File: config.mk
export PLATFORM = sky130hd
export DESIGN_NAME = alu_share_arbiter_flat
export DESIGN_NICKNAME = d
export VERILOG_FILES = /design/src/rtl/alu_share_arbiter_if.sv /design/src/rtl/alu_share_arbiter.sv /design/src/flat_wrapper.sv
export SDC_FILE = /design/constraint.sdc
export NUM_CORES = 1
export LEC_CHECK = 0
export BUFFER_PORTS_ARGS = -buffer_cell sky130_fd_sc_hd__buf_2
export CORE_AREA = 2 2 107 67
export DETAILED_ROUTE_END_ITERATION = 8
export DIE_AREA = 0 0 109 69
export HOLD_SLACK_MARGIN = 0.08
export SLEW_MARGIN = 40
export SYNTH_ARGS = -nofsm -noshare
export SYNTH_HDL_FRONTEND = slang
export SYNTH_SLANG_ARGS = --single-unit
File: constraint.sdc
create_clock -name clk -period 3.8 [get_ports clk]
set_input_delay 0.57 -clock clk [delete_from_list [all_inputs] [get_ports clk]]
set_output_delay 0.57 -clock clk [all_outputs]
set_load 0.005 [all_outputs]
File: src/rtl/alu_share_arbiter_if.sv
// Request, response and ALU bundle for alu_share_arbiter.
// With ALU_ARB_ZFLAG_EN defined the response side also carries rsp_zero.
interface alu_share_arbiter_if #(
  parameter int NREQ  = 4,
  parameter int WIDTH = 4,
  parameter int OPW   = 3,
  parameter int IDXW  = $clog2(NREQ)
);
  logic [NREQ-1:0]       req_valid;
  logic [NREQ-1:0]       req_ready;
  logic [NREQ*WIDTH-1:0] req_ip1;
  logic [NREQ*WIDTH-1:0] req_ip2;
  logic [NREQ*OPW-1:0]   req_opcode;
  logic [WIDTH-1:0]      alu_ip1;
  logic [WIDTH-1:0]      alu_ip2;
  logic [OPW-1:0]        alu_opcode;
  logic [WIDTH-1:0]      alu_op;
  logic                  rsp_valid;
  logic                  rsp_ready;
  logic [WIDTH-1:0]      rsp_data;
  logic [IDXW-1:0]       rsp_idx;
  logic [7:0]            op_count;
`ifdef ALU_ARB_ZFLAG_EN
  logic                  rsp_zero;
`endif

  modport slave (
    input  req_valid, req_ip1, req_ip2, req_opcode, alu_op, rsp_ready,
    output req_ready, alu_ip1, alu_ip2, alu_opcode, rsp_valid, rsp_data, rsp_idx, op_count
`ifdef ALU_ARB_ZFLAG_EN
    , output rsp_zero
`endif
  );

  modport master (
    output req_valid, req_ip1, req_ip2, req_opcode, alu_op, rsp_ready,
    input  req_ready, alu_ip1, alu_ip2, alu_opcode, rsp_valid, rsp_data, rsp_idx, op_count
`ifdef ALU_ARB_ZFLAG_EN
    , input rsp_zero
`endif
  );
endinterface

File: src/rtl/alu_share_arbiter.sv
// Round-robin arbiter time-sharing one external combinational ALU between NREQ requesters.
// Define ALU_ARB_ZFLAG_EN to add rsp_zero, a registered (result == 0) flag held with rsp_data.
module alu_share_arbiter #(
  parameter int NREQ  = 4,
  parameter int WIDTH = 4,
  parameter int OPW   = 3,
  parameter int IDXW  = $clog2(NREQ)
) (
  input  logic               clk,
  input  logic               rst,
  alu_share_arbiter_if.slave bus
);
  typedef enum logic [1:0] { IDLE, LOAD, EXEC, RESP } state_e;

  state_e           state_q;
  logic [IDXW-1:0]  rr_ptr_q;
  logic [WIDTH-1:0] alu_ip1_q;
  logic [WIDTH-1:0] alu_ip2_q;
  logic [OPW-1:0]   alu_opcode_q;
  logic             rsp_valid_q;
  logic [WIDTH-1:0] rsp_data_q;
  logic [IDXW-1:0]  rsp_idx_q;
  logic [7:0]       op_count_q;
`ifdef ALU_ARB_ZFLAG_EN
  logic             rsp_zero_q;
`endif

  logic             grant_any_d;
  logic [IDXW-1:0]  grant_idx_d;

  logic [WIDTH-1:0] ip1_arr [NREQ];
  logic [WIDTH-1:0] ip2_arr [NREQ];
  logic [OPW-1:0]   opc_arr [NREQ];

  for (genvar i = 0; i < NREQ; i++) begin : g_unpack
    assign ip1_arr[i] = bus.req_ip1[i*WIDTH +: WIDTH];
    assign ip2_arr[i] = bus.req_ip2[i*WIDTH +: WIDTH];
    assign opc_arr[i] = bus.req_opcode[i*OPW +: OPW];
  end

  function automatic logic [IDXW-1:0] wrap_add(input logic [IDXW-1:0] base, input int off);
    int sum;
    sum = int'(base) + off;
    if (sum >= NREQ) sum -= NREQ;
    return IDXW'(sum);
  endfunction

  // Scan from the furthest offset back towards rr_ptr so the nearest valid requester wins.
  // Grants are suppressed while rst is high so nothing is offered during reset.
  always_comb begin
    logic [IDXW-1:0] cand;
    // NOTE: every combinational output is defaulted first so no path can infer a latch.
    grant_any_d = 1'b0;
    grant_idx_d = '0;
    cand        = '0;
    if (state_q == IDLE && !rst) begin
      for (int k = NREQ - 1; k >= 0; k--) begin
        cand = wrap_add(rr_ptr_q, k);
        if (bus.req_valid[cand]) begin
          grant_any_d = 1'b1;
          grant_idx_d = cand;
        end
      end
    end
  end

  assign bus.req_ready = grant_any_d ? (NREQ'(1) << grant_idx_d) : '0;

  // NOTE: all state is updated with non-blocking assignments so every register samples pre-edge values.
  always_ff @(posedge clk) begin
    if (rst) begin
      state_q      <= IDLE;
      rr_ptr_q     <= '0;
      alu_ip1_q    <= '0;
      alu_ip2_q    <= '0;
      alu_opcode_q <= '0;
      rsp_valid_q  <= 1'b0;
      rsp_data_q   <= '0;
      rsp_idx_q    <= '0;
      op_count_q   <= '0;
`ifdef ALU_ARB_ZFLAG_EN
      rsp_zero_q   <= 1'b0;
`endif
    end else begin
      unique case (state_q)
        IDLE: begin
          if (grant_any_d) begin
            alu_ip1_q    <= ip1_arr[grant_idx_d];
            alu_ip2_q    <= ip2_arr[grant_idx_d];
            alu_opcode_q <= opc_arr[grant_idx_d];
            rsp_idx_q    <= grant_idx_d;
            rr_ptr_q     <= wrap_add(grant_idx_d, 1);
            state_q      <= LOAD;
          end
        end
        LOAD: state_q <= EXEC;
        EXEC: begin
          rsp_data_q  <= bus.alu_op;
`ifdef ALU_ARB_ZFLAG_EN
          rsp_zero_q  <= (bus.alu_op == '0);
`endif
          rsp_valid_q <= 1'b1;
          state_q     <= RESP;
        end
        RESP: begin
          if (bus.rsp_ready) begin
            rsp_valid_q <= 1'b0;
            op_count_q  <= op_count_q + 8'd1;
            state_q     <= IDLE;
          end
        end
        default: state_q <= IDLE;
      endcase
    end
  end

  assign bus.alu_ip1    = alu_ip1_q;
  assign bus.alu_ip2    = alu_ip2_q;
  assign bus.alu_opcode = alu_opcode_q;
  assign bus.rsp_valid  = rsp_valid_q;
  assign bus.rsp_data   = rsp_data_q;
  assign bus.rsp_idx    = rsp_idx_q;
  assign bus.op_count   = op_count_q;
`ifdef ALU_ARB_ZFLAG_EN
  assign bus.rsp_zero   = rsp_zero_q;
`endif
endmodule

File: src/flat_wrapper.sv
// flat-port wrapper written by rule: the top's interface ports become plain ports
module alu_share_arbiter_flat 
#(
  parameter int NREQ  = 4,
  parameter int WIDTH = 4,
  parameter int OPW   = 3,
  parameter int IDXW  = $clog2(NREQ)
)
  (clk, rst, bus_req_valid, bus_req_ip1, bus_req_ip2, bus_req_opcode, bus_alu_op, bus_rsp_ready, bus_req_ready, bus_alu_ip1, bus_alu_ip2, bus_alu_opcode, bus_rsp_valid, bus_rsp_data, bus_rsp_idx, bus_op_count);
  alu_share_arbiter_if #(.NREQ(NREQ), .WIDTH(WIDTH), .OPW(OPW), .IDXW(IDXW)) bus_i ();
  input  logic clk;
  input  logic rst;
  input wire logic [$bits(bus_i.req_valid)-1:0] bus_req_valid;
  input wire logic [$bits(bus_i.req_ip1)-1:0] bus_req_ip1;
  input wire logic [$bits(bus_i.req_ip2)-1:0] bus_req_ip2;
  input wire logic [$bits(bus_i.req_opcode)-1:0] bus_req_opcode;
  input wire logic [$bits(bus_i.alu_op)-1:0] bus_alu_op;
  input wire logic [$bits(bus_i.rsp_ready)-1:0] bus_rsp_ready;
  output wire logic [$bits(bus_i.req_ready)-1:0] bus_req_ready;
  output wire logic [$bits(bus_i.alu_ip1)-1:0] bus_alu_ip1;
  output wire logic [$bits(bus_i.alu_ip2)-1:0] bus_alu_ip2;
  output wire logic [$bits(bus_i.alu_opcode)-1:0] bus_alu_opcode;
  output wire logic [$bits(bus_i.rsp_valid)-1:0] bus_rsp_valid;
  output wire logic [$bits(bus_i.rsp_data)-1:0] bus_rsp_data;
  output wire logic [$bits(bus_i.rsp_idx)-1:0] bus_rsp_idx;
  output wire logic [$bits(bus_i.op_count)-1:0] bus_op_count;
  assign bus_i.req_valid = bus_req_valid;
  assign bus_i.req_ip1 = bus_req_ip1;
  assign bus_i.req_ip2 = bus_req_ip2;
  assign bus_i.req_opcode = bus_req_opcode;
  assign bus_i.alu_op = bus_alu_op;
  assign bus_i.rsp_ready = bus_rsp_ready;
  assign bus_req_ready = bus_i.req_ready;
  assign bus_alu_ip1 = bus_i.alu_ip1;
  assign bus_alu_ip2 = bus_i.alu_ip2;
  assign bus_alu_opcode = bus_i.alu_opcode;
  assign bus_rsp_valid = bus_i.rsp_valid;
  assign bus_rsp_data = bus_i.rsp_data;
  assign bus_rsp_idx = bus_i.rsp_idx;
  assign bus_op_count = bus_i.op_count;
  alu_share_arbiter #(.NREQ(NREQ), .WIDTH(WIDTH), .OPW(OPW), .IDXW(IDXW)) u_core (.clk(clk), .rst(rst), .bus(bus_i));
endmodule
Word-level counts from Yosys, hierarchy flattened
Index checks and enable logic that the tools add are counted.
{"block": "totals", "regBits": 30, "in_bits": 55}
{"block": "op_classes", "addsub": 10, "order_cmp": 10, "n_eq_ne": 5, "shifts": 1, "n_mux": 42, "n_bitwise": 1, "reduce_logical": 8}
{"operator": "2-bit 2-to-1 mux", "n": 16}
{"operator": "4-bit 2-to-1 mux", "n": 5}
{"operator": "4-bit binary-select mux with 2-bit select", "n": 2}
{"operator": "3-bit >= comparator (second input constant)", "n": 5}
{"operator": "2-bit by 3-bit less-than comparator with 1-bit output (second input constant)", "n": 4}
{"operator": "1-bit 2-to-1 mux", "n": 10}
{"operator": "2-bit by 1-bit subtractor with 2-bit output (second input constant)", "n": 5}
{"operator": "8-bit by 1-bit adder with 8-bit output (second input constant)", "n": 1}
{"operator": "1-bit binary-select mux with 2-bit select", "n": 4}
{"operator": "2-bit case mux with 4 select lines", "n": 1}
{"operator": "2-bit AND reduction", "n": 4}
{"operator": "2-bit by 1-bit adder with 3-bit output (second input constant)", "n": 2}
{"operator": "2-bit by 2-bit adder with 3-bit output (second input constant)", "n": 2}
{"operator": "3-bit binary-select mux with 2-bit select", "n": 1}
{"operator": "3-bit 2-to-1 mux", "n": 2}
{"operator": "2-bit equality test (second input constant)", "n": 2}
{"operator": "1-bit by 2-bit left shift with 4-bit output (first input constant)", "n": 1}
{"operator": "2-bit by 3-bit >= comparator with 1-bit output (second input constant)", "n": 1}
{"operator": "2-bit NOT with 3-bit output", "n": 1}
{"operator": "2-bit by 1-bit equality test with 1-bit output (second input constant)", "n": 1}
{"operator": "2-bit zero test", "n": 1}
{"operator": "2-bit by 1-bit inequality test with 1-bit output (second input constant)", "n": 1}
{"operator": "2-bit inequality test (second input constant)", "n": 1}
{"operator": "1-bit case mux with 2 select lines", "n": 1}
{"operator": "3 further kinds", "n": 3}

Depth between registers and ports, before layout
Gate-level depths: netlist of the first run.
{"block": "depth", "word_depth": 15, "depth_mapped": 7}

Least setup slack after synthesis of the first run
Ideal clock, no wire load.
{"block": "synth_timing", "path_kind": "input to output", "startpoint": "in bus_req_valid[2]", "endpoint": "out bus_req_ready[0]", "arrival_time_ns": 1.634, "required_time_ns": 3.230, "slack_ns": 1.596, "stages": 6, "path_buffers": 2, "cell_sequence": "nor2b_1 > a221oi_1 > or2_1 > buf_2 > nor3b_2 > buf_4"}
{"block": "synth_via", "elab_chain_cells": 9, "word_cells_on_any_way": 20}
{"item": "start: declaration", "line_no": "flat_wrapper.sv:13", "rtl": "input wire logic [$bits(bus_i.req_valid)-1:0] bus_req_valid;"}
{"item": "1-bit binary-select mux with 2-bit select", "line_no": "alu_share_arbiter.sv:59", "rtl": "if (bus.req_valid[cand]) begin"}
{"item": "1-bit 2-to-1 mux (not written as such)", "line_no": "alu_share_arbiter.sv:59"}
{"item": "2-bit 2-to-1 mux (4 in a row)", "line_no": "alu_share_arbiter.sv:59"}
{"item": "2-bit 2-to-1 mux", "line_no": "alu_share_arbiter.sv:56", "rtl": "if (state_q == IDLE && !rst) begin"}
{"item": "1-bit by 2-bit left shift with 4-bit output", "line_no": "alu_share_arbiter.sv:67", "rtl": "assign bus.req_ready = grant_any_d ? (NREQ'(1) << grant_idx_d) : '0;"}
{"item": "4-bit 2-to-1 mux *", "line_no": "alu_share_arbiter.sv:67"}
{"item": "end: declaration", "line_no": "flat_wrapper.sv:19", "rtl": "output wire logic [$bits(bus_i.req_ready)-1:0] bus_req_ready;"}
Mark *: on every way between the ends. The rest lies on a longest branch, timed or not. The select of a mux whose other input is x is not followed.

Worst setup path after layout of the first run
{"block": "layout_timing", "startpoint": "reg u_core.rr_ptr_q[1]", "endpoint": "out bus_req_ready[0]"}
{"block": "layout_via", "elab_chain_cells": 13, "word_cells_on_any_way": 39}
{"item": "start: declaration", "line_no": "alu_share_arbiter.sv:16", "rtl": "logic [IDXW-1:0] rr_ptr_q;"}
{"item": "start signal: assignment", "line_no": "alu_share_arbiter.sv:92", "rtl": "rr_ptr_q <= wrap_add(grant_idx_d, 1);"}
{"item": "2-bit by 2-bit adder with 3-bit output", "line_no": "alu_share_arbiter.sv:43", "rtl": "sum = int'(base) + off;"}
{"item": "3-bit >= comparator / 2-bit by 1-bit subtractor with 2-bit output (equally long branches)", "line_no": "alu_share_arbiter.sv:44", "rtl": "if (sum >= NREQ) sum -= NREQ;"}
{"item": "2-bit 2-to-1 mux", "line_no": "alu_share_arbiter.sv:44"}
{"item": "2-bit 2-to-1 mux", "line_no": "alu_share_arbiter.sv:56"}
{"item": "1-bit binary-select mux with 2-bit select", "line_no": "alu_share_arbiter.sv:59"}
{"item": "1-bit 2-to-1 mux (not written as such)", "line_no": "alu_share_arbiter.sv:59"}
{"item": "2-bit 2-to-1 mux (4 in a row)", "line_no": "alu_share_arbiter.sv:59"}
{"item": "2-bit 2-to-1 mux", "line_no": "alu_share_arbiter.sv:56"}
{"item": "1-bit by 2-bit left shift with 4-bit output", "line_no": "alu_share_arbiter.sv:67"}
{"item": "4-bit 2-to-1 mux *", "line_no": "alu_share_arbiter.sv:67"}
Marks and branches as above.

==> implementation parameters, run 1 <==
Parameter                              Value

Clock network
  Htree depth ... 2
  Resize count post-CTS ... 0
  Max Root-Sink Buffers ... 2
  Clk Tree Root Cell ... sky130_fd_sc_hd__clkbuf_8
  Clock input transition at the sequential cells of the worst setup and hold paths ... 0.07 ns
  Clock tree from TritonCTS ... done
  Clock latency on the worst-skew pair ... 0.29 ns
  Number of hold buffers added after CTS ... 0
  Clock buffers created by TritonCTS ... 5
  Setup fix buffers added after clock tree synthesis ... 0
  TritonCTS Sinks ... 30

Job
  Max Cap Violations ... 0

Logic synthesis
  Mapped Area ... 1600 sq um
  Fraction of post-synthesis cell area in the top cell type by area ... 37.6%
  Number of enable flip-flop cells after synthesis ... 0
  Number of warnings issued by yosys ... 0
  Count of mapped cells out of synthesis ... 162
  Syn_nets ... 222
  Count of cell types in the netlist ... 36
  Largest cells by area after synthesis ... sky130_fd_sc_hd__dfxtp_1, sky130_fd_sc_hd__mux2_4, sky130_fd_sc_hd__a221o_1
  Seq/Total Area, Yosys ... 37.6%
  Post-synth top flop ... sky130_fd_sc_hd__dfxtp_1
  Syn Area/Cell ... 9.87 sq um
  Fraction of registers with async set/reset ... 0%
  Cell type with the highest aggregate area in the netlist ... sky130_fd_sc_hd__dfxtp_1
  Flip-flop and latch count after synthesis ... 30

Global routing
  Grt ovf ... 0
  Via count of the first global-routing pass ... 1569
  Global-route wire length before repair ... 7760 um
  Initial antenna violation count ... 0
  Global-route usage over all layers ... 13.0%
  Largest net degree at the start of global routing ... 21

Placed design
  Cell count after placement ... 326
  Routability congestion estimate ... 0.758
  Hpwl dp ... 3670 um
  Worst Setup Slack post-DPL ... 1.02 ns
  Count of input and output buffers ... 84

Final layout
  # diodes ... 0
  Highest-count cells in the layout ignoring fill and taps ... sky130_fd_sc_hd__buf_2, sky130_fd_sc_hd__dfxtp_1, sky130_fd_sc_hd__nor2_1
  Net total in the final layout ... 306
  Number of fill cells ... 694
  Share of final-layout standard cells stronger than drive strength 1 ... 44.9%
  Area overhead of the layout relative to synthesis ... 39.0%
  Multi-input logic area ... 907 sq um
  Number of standard cells in the layout, taps in and fillers out ... 334
  Most common cell after layout, fill and taps aside ... sky130_fd_sc_hd__buf_2
  Sequential standard cell area ... 601 sq um

Pwr
  Power dissipated by switching net loads ... 425 uW
  P_int ... 832 uW
  Peak supply drop ... 0.163 mV
  Combinational share of power ... 38.4%
  Relative contribution of the clock network to total power ... 26.4%
  Static leakage ... 0.00105 uW
  PwrDens ... 566 nW/um^2
  Sequential cell fraction of total power ... 35.2%
  Switching share of power ... 33.8%

Worst hold path
  Class of the most critical hold timing path ... reg -> reg
  Start point of the worst min-delay path ... u_core.bus.rsp_idx[1]$_SDFFE_PP0P_
  Number of stages on the worst hold path ... 2
  Endpoint of the worst hold path ... u_core.bus.rsp_idx[1]$_SDFFE_PP0P_

Timing
  Max frequency ... 359 MHz
  Setup repair after global routing missed its margin ... no
  Pin slew with the least headroom to its limit ... 0.635 ns
  Minimum setup slack in the final design ... 1.02 ns
  Final worst clock skew ... 0.00953 ns
  Share of the clock period used by the worst path after layout ... 73.3%
  Normalized max-slew margin ... 57.7%
  Shortest clock period the worst path allows after layout ... 2.78 ns
  Setup violations, final ... 0
  Total negative slack for setup checks ... 0 ns
  Max-slew violation total from the final report ... 0
  Hold violation count in the final report ... 0

Drt
  Post-detailed-route wirelength per cell ... 14.2 um
  DR pass1 iterations ... 4
  Remaining routing DRC violations ... 0
  Initial DRC count ... 94
  DRT antenna net count ... 0
  Routed Wire Length ... 4730 um
  Via count of the routed design ... 1543
  Detailed-route vias per instance ... 4.62

Worst setup path
  Worst r2r dst ... u_core.bus.alu_ip2[0]$_SDFFE_PP0P_
  CP Max Fanout ... 8
  Type of the worst setup path ... reg -> out
  Startpoint of the worst-slack reg-to-reg timing path ... u_core.rr_ptr_q[1]$_SDFFE_PP0P_
  Slack of the worst reg-to-reg path ... 1.56 ns
  Number of cells traversed by the worst register-to-register path ... 6
  WP data required ... 3.23 ns
  Capturing element type of the critical path ... output port
  Critical path data arrival time ... 2.21 ns
  Category of the worst setup path launch point ... flip-flop

Floorplanning
  # IOs ... 85
  Die extent in y ... 69 um
  FP Rows ... 23
  Placeable core area ... 6530 sq um
  Initial Utilization ... 24.5%
  Width of the die ... 109 um
  Floorplan die area ... 7520 sq um

Outcome
  Run status ... finished clean
[per-stage QoR]
stage	hold slack, ns	power (uW)	util (%)	instance area, sq um
6_report	0.460	1260	34.0	2220
5_1_grt	0.495	1340	34.0	2220
4_1_cts	0.460	1270	34.0	2220
3_5_place_dp	0.450	938	32.3	2110
3_3_place_gp	0.449	920	32.1	2100
2_1_floorplan	0.453	760	-	1600
[sequential cells by signal, indices dropped and copies added, names as in the netlist]
register	flops
u_core.bus.op_count	8
u_core.bus.alu_ip1	4
u_core.bus.alu_ip2	4
u_core.bus.rsp_data	4
u_core.bus.alu_opcode	3
u_core.bus.rsp_idx	2
u_core.rr_ptr_q	2
u_core.state_q	2
u_core.bus.rsp_valid	1
[worst max-delay path by stage]
stage / from / endpoint / depth (start not counted)
3_5_place_dp: bus_req_valid[2] / bus_req_ready[0] / 6
2_1_floorplan: bus_req_valid[2] / bus_req_ready[0] / 6
5_1_grt: u_core.rr_ptr_q[1]$_SDFFE_PP0P_ / bus_req_ready[0] / 5
6_report: u_core.rr_ptr_q[1]$_SDFFE_PP0P_ / bus_req_ready[0] / 5
3_3_place_gp: rst / bus_req_ready[2] / 7
4_1_cts: u_core.rr_ptr_q[1]$_SDFFE_PP0P_ / bus_req_ready[0] / 5
[power groups by stage]
stage / clock network, uW / registers, uW / logic [uW]
CTS: 339 / 443 / 490
floorplan: 0 / 449 / 311
detailed placement: 0 / 449 / 489
finish: 332 / 443 / 482
global placement: 0 / 449 / 471
global route: 354 / 454 / 534
[per-layer routing]
layer  global-route usage (%)  up-vias  part of all wire [%]
li1                         -      762                     -
met1                     17.4      725                    47
met2                     20.2       51                    46
met3                     3.12        5                   6.3
met4                     4.56        0                  0.99
met5                        0        -                     0
[cell type report]
| cell class | instances | share of cell area [%] |
|---|---|---|
| clock buffers | 5 | 3.10 |
| clock inverters | 3 | 2.03 |
| inverters | 11 | 1.86 |
| multi-input cells | 110 | 40.8 |
| flip-flops and latches | 30 | 27.0 |
| well taps | 87 | 4.90 |
| repair buffers | 88 | 20.3 |
[logic make-up after synthesis]
group	after synthesis	share of synthesized area, %
mux	17	13.4
xor+xnor	7	3.83
simple gates	44	14.8
buf+inv	22	6.65
compound gates	37	19.9
fa+ha+maj	5	3.91
flops	30	37.6
[synthesized netlist by cell type, types with 2 or more instances]
| cell type | count |
|---|---|
| sky130_fd_sc_hd__dfxtp_1 | 30 |
| sky130_fd_sc_hd__or2_1 | 2 |
| sky130_fd_sc_hd__a211oi_1 | 2 |
| sky130_fd_sc_hd__xor2_1 | 4 |
| sky130_fd_sc_hd__nor2_1 | 16 |
| sky130_fd_sc_hd__mux2i_1 | 6 |
| sky130_fd_sc_hd__nand2b_1 | 2 |
| sky130_fd_sc_hd__nand2_1 | 7 |
| sky130_fd_sc_hd__a221o_1 | 11 |
| sky130_fd_sc_hd__a21oi_1 | 8 |
| sky130_fd_sc_hd__nor2b_1 | 2 |
| sky130_fd_sc_hd__ha_1 | 5 |
| sky130_fd_sc_hd__xnor2_1 | 3 |
| sky130_fd_sc_hd__clkbuf_1 | 4 |
| sky130_fd_sc_hd__buf_2 | 4 |
| sky130_fd_sc_hd__buf_6 | 2 |
| sky130_fd_sc_hd__nor3_1 | 3 |
| sky130_fd_sc_hd__nand3_1 | 4 |
| sky130_fd_sc_hd__inv_1 | 11 |
| sky130_fd_sc_hd__mux2_4 | 8 |
| sky130_fd_sc_hd__mux2_1 | 3 |
| sky130_fd_sc_hd__a32o_1 | 11 |
[critical path, stage by stage (launching register included)]
cell,delay (ns)
sky130_fd_sc_hd__dfxtp_1,0.43
sky130_fd_sc_hd__nand2_1,0.13
sky130_fd_sc_hd__a221oi_1,0.59
sky130_fd_sc_hd__or2_1,0.36
sky130_fd_sc_hd__nor3b_2,0.27
sky130_fd_sc_hd__buf_2,0.15
No activity file was read; power rests on OpenSTA's default activity.
==> run 2: changes to the inputs <==
==> constraint.sdc (replaced) <==
create_clock -name clk -period 2.8 [get_ports clk]
set_input_delay 0.42 -clock clk [delete_from_list [all_inputs] [get_ports clk]]
set_output_delay 0.42 -clock clk [all_outputs]
set_load 0.005 [all_outputs]
==> implementation parameters, run 2 (synthesized netlist as in run 1, its figures left out) <==
Parameter                              Value

Final layout
  Most common cell after layout, fill and taps aside ... sky130_fd_sc_hd__buf_2
  Flip-flop count of the largest register after layout ... 8
  Sequential standard cell area ... 601 sq um
  # diodes ... 0
  Net total in the final layout ... 308
  Share of final-layout standard cells stronger than drive strength 1 ... 44.6%
  Number of standard cells in the layout, taps in and fillers out ... 336
  Highest-count cells in the layout ignoring fill and taps ... sky130_fd_sc_hd__buf_2, sky130_fd_sc_hd__dfxtp_1, sky130_fd_sc_hd__nor2_1
  Number of fill cells ... 696
  End-of-flow core utilization ... 33.8%
  Multi-input logic area ... 903 sq um
  Area overhead of the layout relative to synthesis ... 38.3%

Job
  Max Cap Violations ... 0

Timing
  Pin slew with the least headroom to its limit ... 0.698 ns
  Setup violations, final ... 0
  Share of the clock period used by the worst path after layout ... 88.6%
  Shortest clock period the worst path allows after layout ... 2.48 ns
  Max-slew violation total from the final report ... 0
  Total negative slack for setup checks ... 0 ns
  Minimum setup slack in the final design ... 0.319 ns
  Normalized max-slew margin ... 53.3%
  Max frequency ... 403 MHz
  Setup repair after global routing missed its margin ... no
  Final worst clock skew ... 0.00132 ns
  Hold violation count in the final report ... 0
  Hold WS ... 0.362 ns

Clock network
  Clock tree from TritonCTS ... done
  Max Root-Sink Buffers ... 2
  Number of hold buffers added after CTS ... 0
  Htree depth ... 2
  Clock buffers created by TritonCTS ... 5
  Setup fix buffers added after clock tree synthesis ... 0
  Clock input transition at the sequential cells of the worst setup and hold paths ... 0.06 ns
  Resize count post-CTS ... 0
  Clock latency on the worst-skew pair ... 0.28 ns
  TritonCTS Sinks ... 30
  Clk Tree Root Cell ... sky130_fd_sc_hd__clkbuf_8

Global routing
  Global-route wire length before repair ... 7760 um
  Via count of the first global-routing pass ... 1559
  Grt ovf ... 0
  Global-route usage over all layers ... 13.3%
  Largest net degree at the start of global routing ... 20
  Initial antenna violation count ... 0

Drt
  Remaining routing DRC violations ... 0
  Detailed-route vias per instance ... 4.58
  Post-detailed-route wirelength per cell ... 14.2 um
  DRT antenna net count ... 0
  Initial DRC count ... 57
  Routed Wire Length ... 4770 um
  Via count of the routed design ... 1540
  DR pass1 iterations ... 4

Worst setup path
  Worst-path cell chain ... inv_1 > ha_1 > nand3_4 > nor3_4 > and2_1 > buf_2
  CP Max Fanout ... 15
  Largest stage delay on the critical path ... 0.61 ns
  Cell with the largest stage delay on the worst path ... sky130_fd_sc_hd__nor3_4
  Cell class contributing the biggest share of worst-path delay ... simple AND/OR/NAND/NOR gates
  Type of the worst setup path ... reg -> out
  WP data required ... 2.38 ns
  Capturing element type of the critical path ... output port
  Critical path data arrival time ... 2.06 ns
  Number of buffers and inverters on the critical path ... 2
  Category of the worst setup path launch point ... flip-flop

Placed design
  Routability congestion estimate ... 0.736
  Cell count after placement ... 328
  Worst Setup Slack post-DPL ... 0.455 ns
  Hpwl dp ... 3680 um
  Count of input and output buffers ... 84

Outcome
  Run status ... finished clean

Pwr
  P_int ... 1070 uW
  Switching share of power ... 34.4%
  Power dissipated by switching net loads ... 560 uW
  Static leakage ... 0.00106 uW
  PwrDens ... 736 nW/um^2
  Sequential cell fraction of total power ... 36.8%
  Relative contribution of the clock network to total power ... 22.5%
  Peak supply drop ... 0.196 mV
  Combinational share of power ... 40.8%

Floorplanning
  # IOs ... 85
  Width of the die ... 109 um
  Floorplan die area ... 7520 sq um
  Die extent in y ... 69 um
  FP Rows ... 23
  Initial Utilization ... 24.5%
  Placeable core area ... 6530 sq um

Worst hold path
  Class of the most critical hold timing path ... in -> reg
[run 2: cell count changes in the layout (fill, tap and decap cells not counted)]
| cell | previous run | this run |
|---|---|---|
| sky130_fd_sc_hd__a21oi_1 | 7 | 8 |
| sky130_fd_sc_hd__a21oi_2 | 1 | 0 |
| sky130_fd_sc_hd__clkbuf_8 | 5 | 6 |
| sky130_fd_sc_hd__bufinv_16 | 1 | 0 |
| sky130_fd_sc_hd__clkbuf_1 | 0 | 1 |
| sky130_fd_sc_hd__clkinvlp_4 | 2 | 0 |
| sky130_fd_sc_hd__buf_4 | 4 | 6 |
| sky130_fd_sc_hd__clkinv_2 | 0 | 1 |
[run 2: through the flow]
step / power, uW / instance area, sq um
2_1_floorplan: 1030 / 1600
3_3_place_gp: 1260 / 2110
3_5_place_dp: 1280 / 2120
4_1_cts: 1650 / 2210
5_1_grt: 1750 / 2210
6_report: 1630 / 2210
[run 2: final timing paths]
kind                                                         start                                     to  slack [ns]  cells past startpoint
worst min-delay path                             bus_req_opcode[2]  u_core.bus.alu_opcode[2]$_SDFFE_PP0P_        0.36                      2
worst max register to register     u_core.rr_ptr_q[1]$_SDFFE_PP0P_     u_core.bus.alu_ip2[0]$_SDFFE_PP0P_        0.74                      6
worst min register to register  u_core.bus.rsp_idx[1]$_SDFFE_PP0P_     u_core.bus.rsp_idx[1]$_SDFFE_PP0P_        0.46                      2
worst max-delay path                u_core.state_q[0]$_SDFFE_PP0P_                       bus_req_ready[1]        0.32                      6
[run 2: power groups by stage]
stage / clock network [uW] / registers, uW / logic (uW)
global placement: 0 / 606 / 651
floorplan: 0 / 609 / 422
global route: 403 / 613 / 732
detailed placement: 0 / 609 / 672
finish: 366 / 598 / 663
CTS: 380 / 600 / 673
[run 2: cell type report]
class,count,share of cell area (%)
multi-input cells,110,40.9
flip-flops and latches,30,27.2
repair buffers,90,21.1
well taps,87,4.92
clock buffers,7,3.90
inverters,11,1.87
clock inverters,1,0.226
[run 2: routing by layer]
layer / track usage (%) / part of all wire, %
met1: 18.1 / 49
met2: 19.8 / 43
met3: 3.88 / 6.6
met4: 4.99 / 1.4
met5: 0 / 0
[run 2: worst register-to-register path, cell delays in order, from the launching register on]
cell and delay, ns:
sky130_fd_sc_hd__dfxtp_1 0.41, sky130_fd_sc_hd__nand2_1 0.13, sky130_fd_sc_hd__a221oi_1 0.47, sky130_fd_sc_hd__or2_1 0.35, sky130_fd_sc_hd__nor3b_2 0.27, sky130_fd_sc_hd__buf_4 0.23
sky130_fd_sc_hd__a221o_1 0.16
==> run 3: changes to the inputs <==
--- a/config.mk
+++ b/config.mk
@@ -5,7 +5,7 @@
 export SDC_FILE = /design/constraint.sdc
 export NUM_CORES = 1
 export LEC_CHECK = 0
-export BUFFER_PORTS_ARGS = -buffer_cell sky130_fd_sc_hd__buf_2
+export BUFFER_PORTS_ARGS = -buffer_cell sky130_fd_sc_hd__buf_4
 export CORE_AREA = 2 2 107 67
 export DETAILED_ROUTE_END_ITERATION = 8
 export DIE_AREA = 0 0 109 69
==> implementation parameters, run 3 (synthesized netlist as in run 1, its figures left out) <==
Parameter                              Value

Placed design
  Routability congestion estimate ... 0.715
  Instance area after placement ... 2310 sq um
  Hpwl dp ... 3550 um
  Count of input and output buffers ... 84

Global routing
  Grt ovf ... 0
  Initial antenna violation count ... 0
  Via count of the first global-routing pass ... 1513
  Global-route usage over all layers ... 12.3%
  Global-route wire length before repair ... 7220 um
  Largest net degree at the start of global routing ... 21

Final layout
  Sequential standard cell area ... 601 sq um
  Share of final-layout standard cells stronger than drive strength 1 ... 44.5%
  Number of fill cells ... 654
  Highest-count cells in the layout ignoring fill and taps ... sky130_fd_sc_hd__buf_4, sky130_fd_sc_hd__dfxtp_1, sky130_fd_sc_hd__nor2_1
  Area overhead of the layout relative to synthesis ... 51.1%
  Flip-flop count of the largest register after layout ... 8
  Most common cell after layout, fill and taps aside ... sky130_fd_sc_hd__buf_4
  # diodes ... 0
  Final instance area ... 2420 sq um
  Multi-input logic area ... 910 sq um
  Net total in the final layout ... 306

Floorplanning
  # IOs ... 85
  Placeable core area ... 6530 sq um
  Width of the die ... 109 um
  Floorplan die area ... 7520 sq um
  Initial Utilization ... 24.5%
  Die extent in y ... 69 um
  FP Rows ... 23

Pwr
  Static leakage ... 0.00110 uW
  P_int ... 1130 uW
  PwrDens ... 698 nW/um^2
  Peak supply drop ... 0.227 mV
  Power dissipated by switching net loads ... 554 uW
  Sequential cell fraction of total power ... 35.7%
  Relative contribution of the clock network to total power ... 21.5%
  Combinational share of power ... 42.7%
  Post-layout power ... 1690 uW
  Switching share of power ... 32.8%

Job
  Max Cap Violations ... 0

Clock network
  Clk Tree Root Cell ... sky130_fd_sc_hd__clkbuf_8
  Clock buffers created by TritonCTS ... 5
  Htree depth ... 2
  Clock latency on the worst-skew pair ... 0.28 ns
  Resize count post-CTS ... 0
  Clock tree from TritonCTS ... done
  Clock input transition at the sequential cells of the worst setup and hold paths ... 0.07 ns
  Setup fix buffers added after clock tree synthesis ... 0
  TritonCTS Sinks ... 30
  Max Root-Sink Buffers ... 2
  Number of hold buffers added after CTS ... 0

Drt
  Initial DRC count ... 70
  Routed Wire Length ... 4510 um
  Remaining routing DRC violations ... 0
  DRT antenna net count ... 0
  Via count of the routed design ... 1483
  DR pass1 iterations ... 4
  Post-detailed-route wirelength per cell ... 13.5 um
  Detailed-route vias per instance ... 4.44

Timing
  Max frequency ... 413 MHz
  Setup violations, final ... 0
  Share of the clock period used by the worst path after layout ... 86.5%
  Pin slew with the least headroom to its limit ... 0.604 ns
  Setup repair after global routing missed its margin ... no
  Final worst clock skew ... 0.00837 ns
  Total negative slack for setup checks ... 0 ns
  Hold violation count in the final report ... 0
  Shortest clock period the worst path allows after layout ... 2.42 ns
  Normalized max-slew margin ... 59.6%
  Max-slew violation total from the final report ... 0

Worst setup path
  Type of the worst setup path ... reg -> out
  Worst-path cell chain ... inv_1 > ha_1 > nand3_4 > nor3_4 > and2_1 > buf_4
  WP data required ... 2.38 ns
  Capturing element type of the critical path ... output port
  Largest stage delay on the critical path ... 0.55 ns
  Critical path data arrival time ... 2.00 ns
  CP Max Fanout ... 15
  Cell with the largest stage delay on the worst path ... sky130_fd_sc_hd__nor3_4
  Category of the worst setup path launch point ... flip-flop

Outcome
  Run status ... finished clean

Worst hold path
  Class of the most critical hold timing path ... in -> reg
==> run 3: changes by cell type in the layout (fill, tap and decap cells not counted) <==
cell,delta
sky130_fd_sc_hd__nor3_4,+1
sky130_fd_sc_hd__nor3_2,-1
sky130_fd_sc_hd__clkbuf_1,-1
sky130_fd_sc_hd__clkinvlp_4,+1
sky130_fd_sc_hd__buf_4,+82
sky130_fd_sc_hd__buf_2,-84
==> run 3: cell type report <==
class,instances,share of cell area [%]
sequential,30,24.9
clock buffer,6,3.42
multi-input combinational,110,37.6
timing repair buffer,88,27.3
clock inverter,2,0.518
tap,87,4.51
inverter,11,1.71
==> run 3: routing by layer <==
metal	routed length (um)	global-route usage [%]	vias up
li1	-	-	765
met5	0	0	-
met2	2000	18.7	40
met4	23	3.56	0
met1	2260	16.7	674
met3	227	3.69	4
==> run 3: power groups by stage <==
stage               Sequential, uW  Clock (uW)  Combinational (uW)
floorplan                      609           0                 422
global placement               610           0                 714
detailed placement             611           0                 725
CTS                            603         377                 728
global route                   612         392                 800
finish                         602         363                 721
==> run 3: path summary, 6_finish.rpt <==
kind / start / end / slack [ns] / depth (start not counted)
min reg2reg: u_core.bus.rsp_idx[1]$_SDFFE_PP0P_ / u_core.bus.rsp_idx[1]$_SDFFE_PP0P_ / 0.48 / 2
max reg2reg: u_core.rr_ptr_q[1]$_SDFFE_PP0P_ / u_core.bus.alu_ip1[0]$_SDFFE_PP0P_ / 0.80 / 6
max: u_core.state_q[0]$_SDFFE_PP0P_ / bus_req_ready[1] / 0.38 / 6
min: bus_req_ip2[2] / u_core.bus.alu_ip2[2]$_SDFFE_PP0P_ / 0.36 / 2
==> run 3: through the flow <==
step                      util (%)  hold slack (ns)  instances  setup WS (ns)
after detailed placement      35.4            0.475        326          0.422
final                         37.0            0.360        334          0.379
after global routing          37.0            0.355        334          0.157
after floorplan                  -            0.453        162          0.886
after CTS                     36.9            0.351        334          0.214
after global placement        35.3            0.473        326          0.366
==> run 3: worst max-delay path, delay by kind of cell (launching register included) <==
| kind | cells | cell delay, ns |
|---|---|---|
| AND/OR/NAND/NOR | 3 | 0.91 |
| adder cells (fa/ha/maj) | 1 | 0.27 |
| flip-flops | 1 | 0.32 |
| buffers and inverters | 2 | 0.22 |
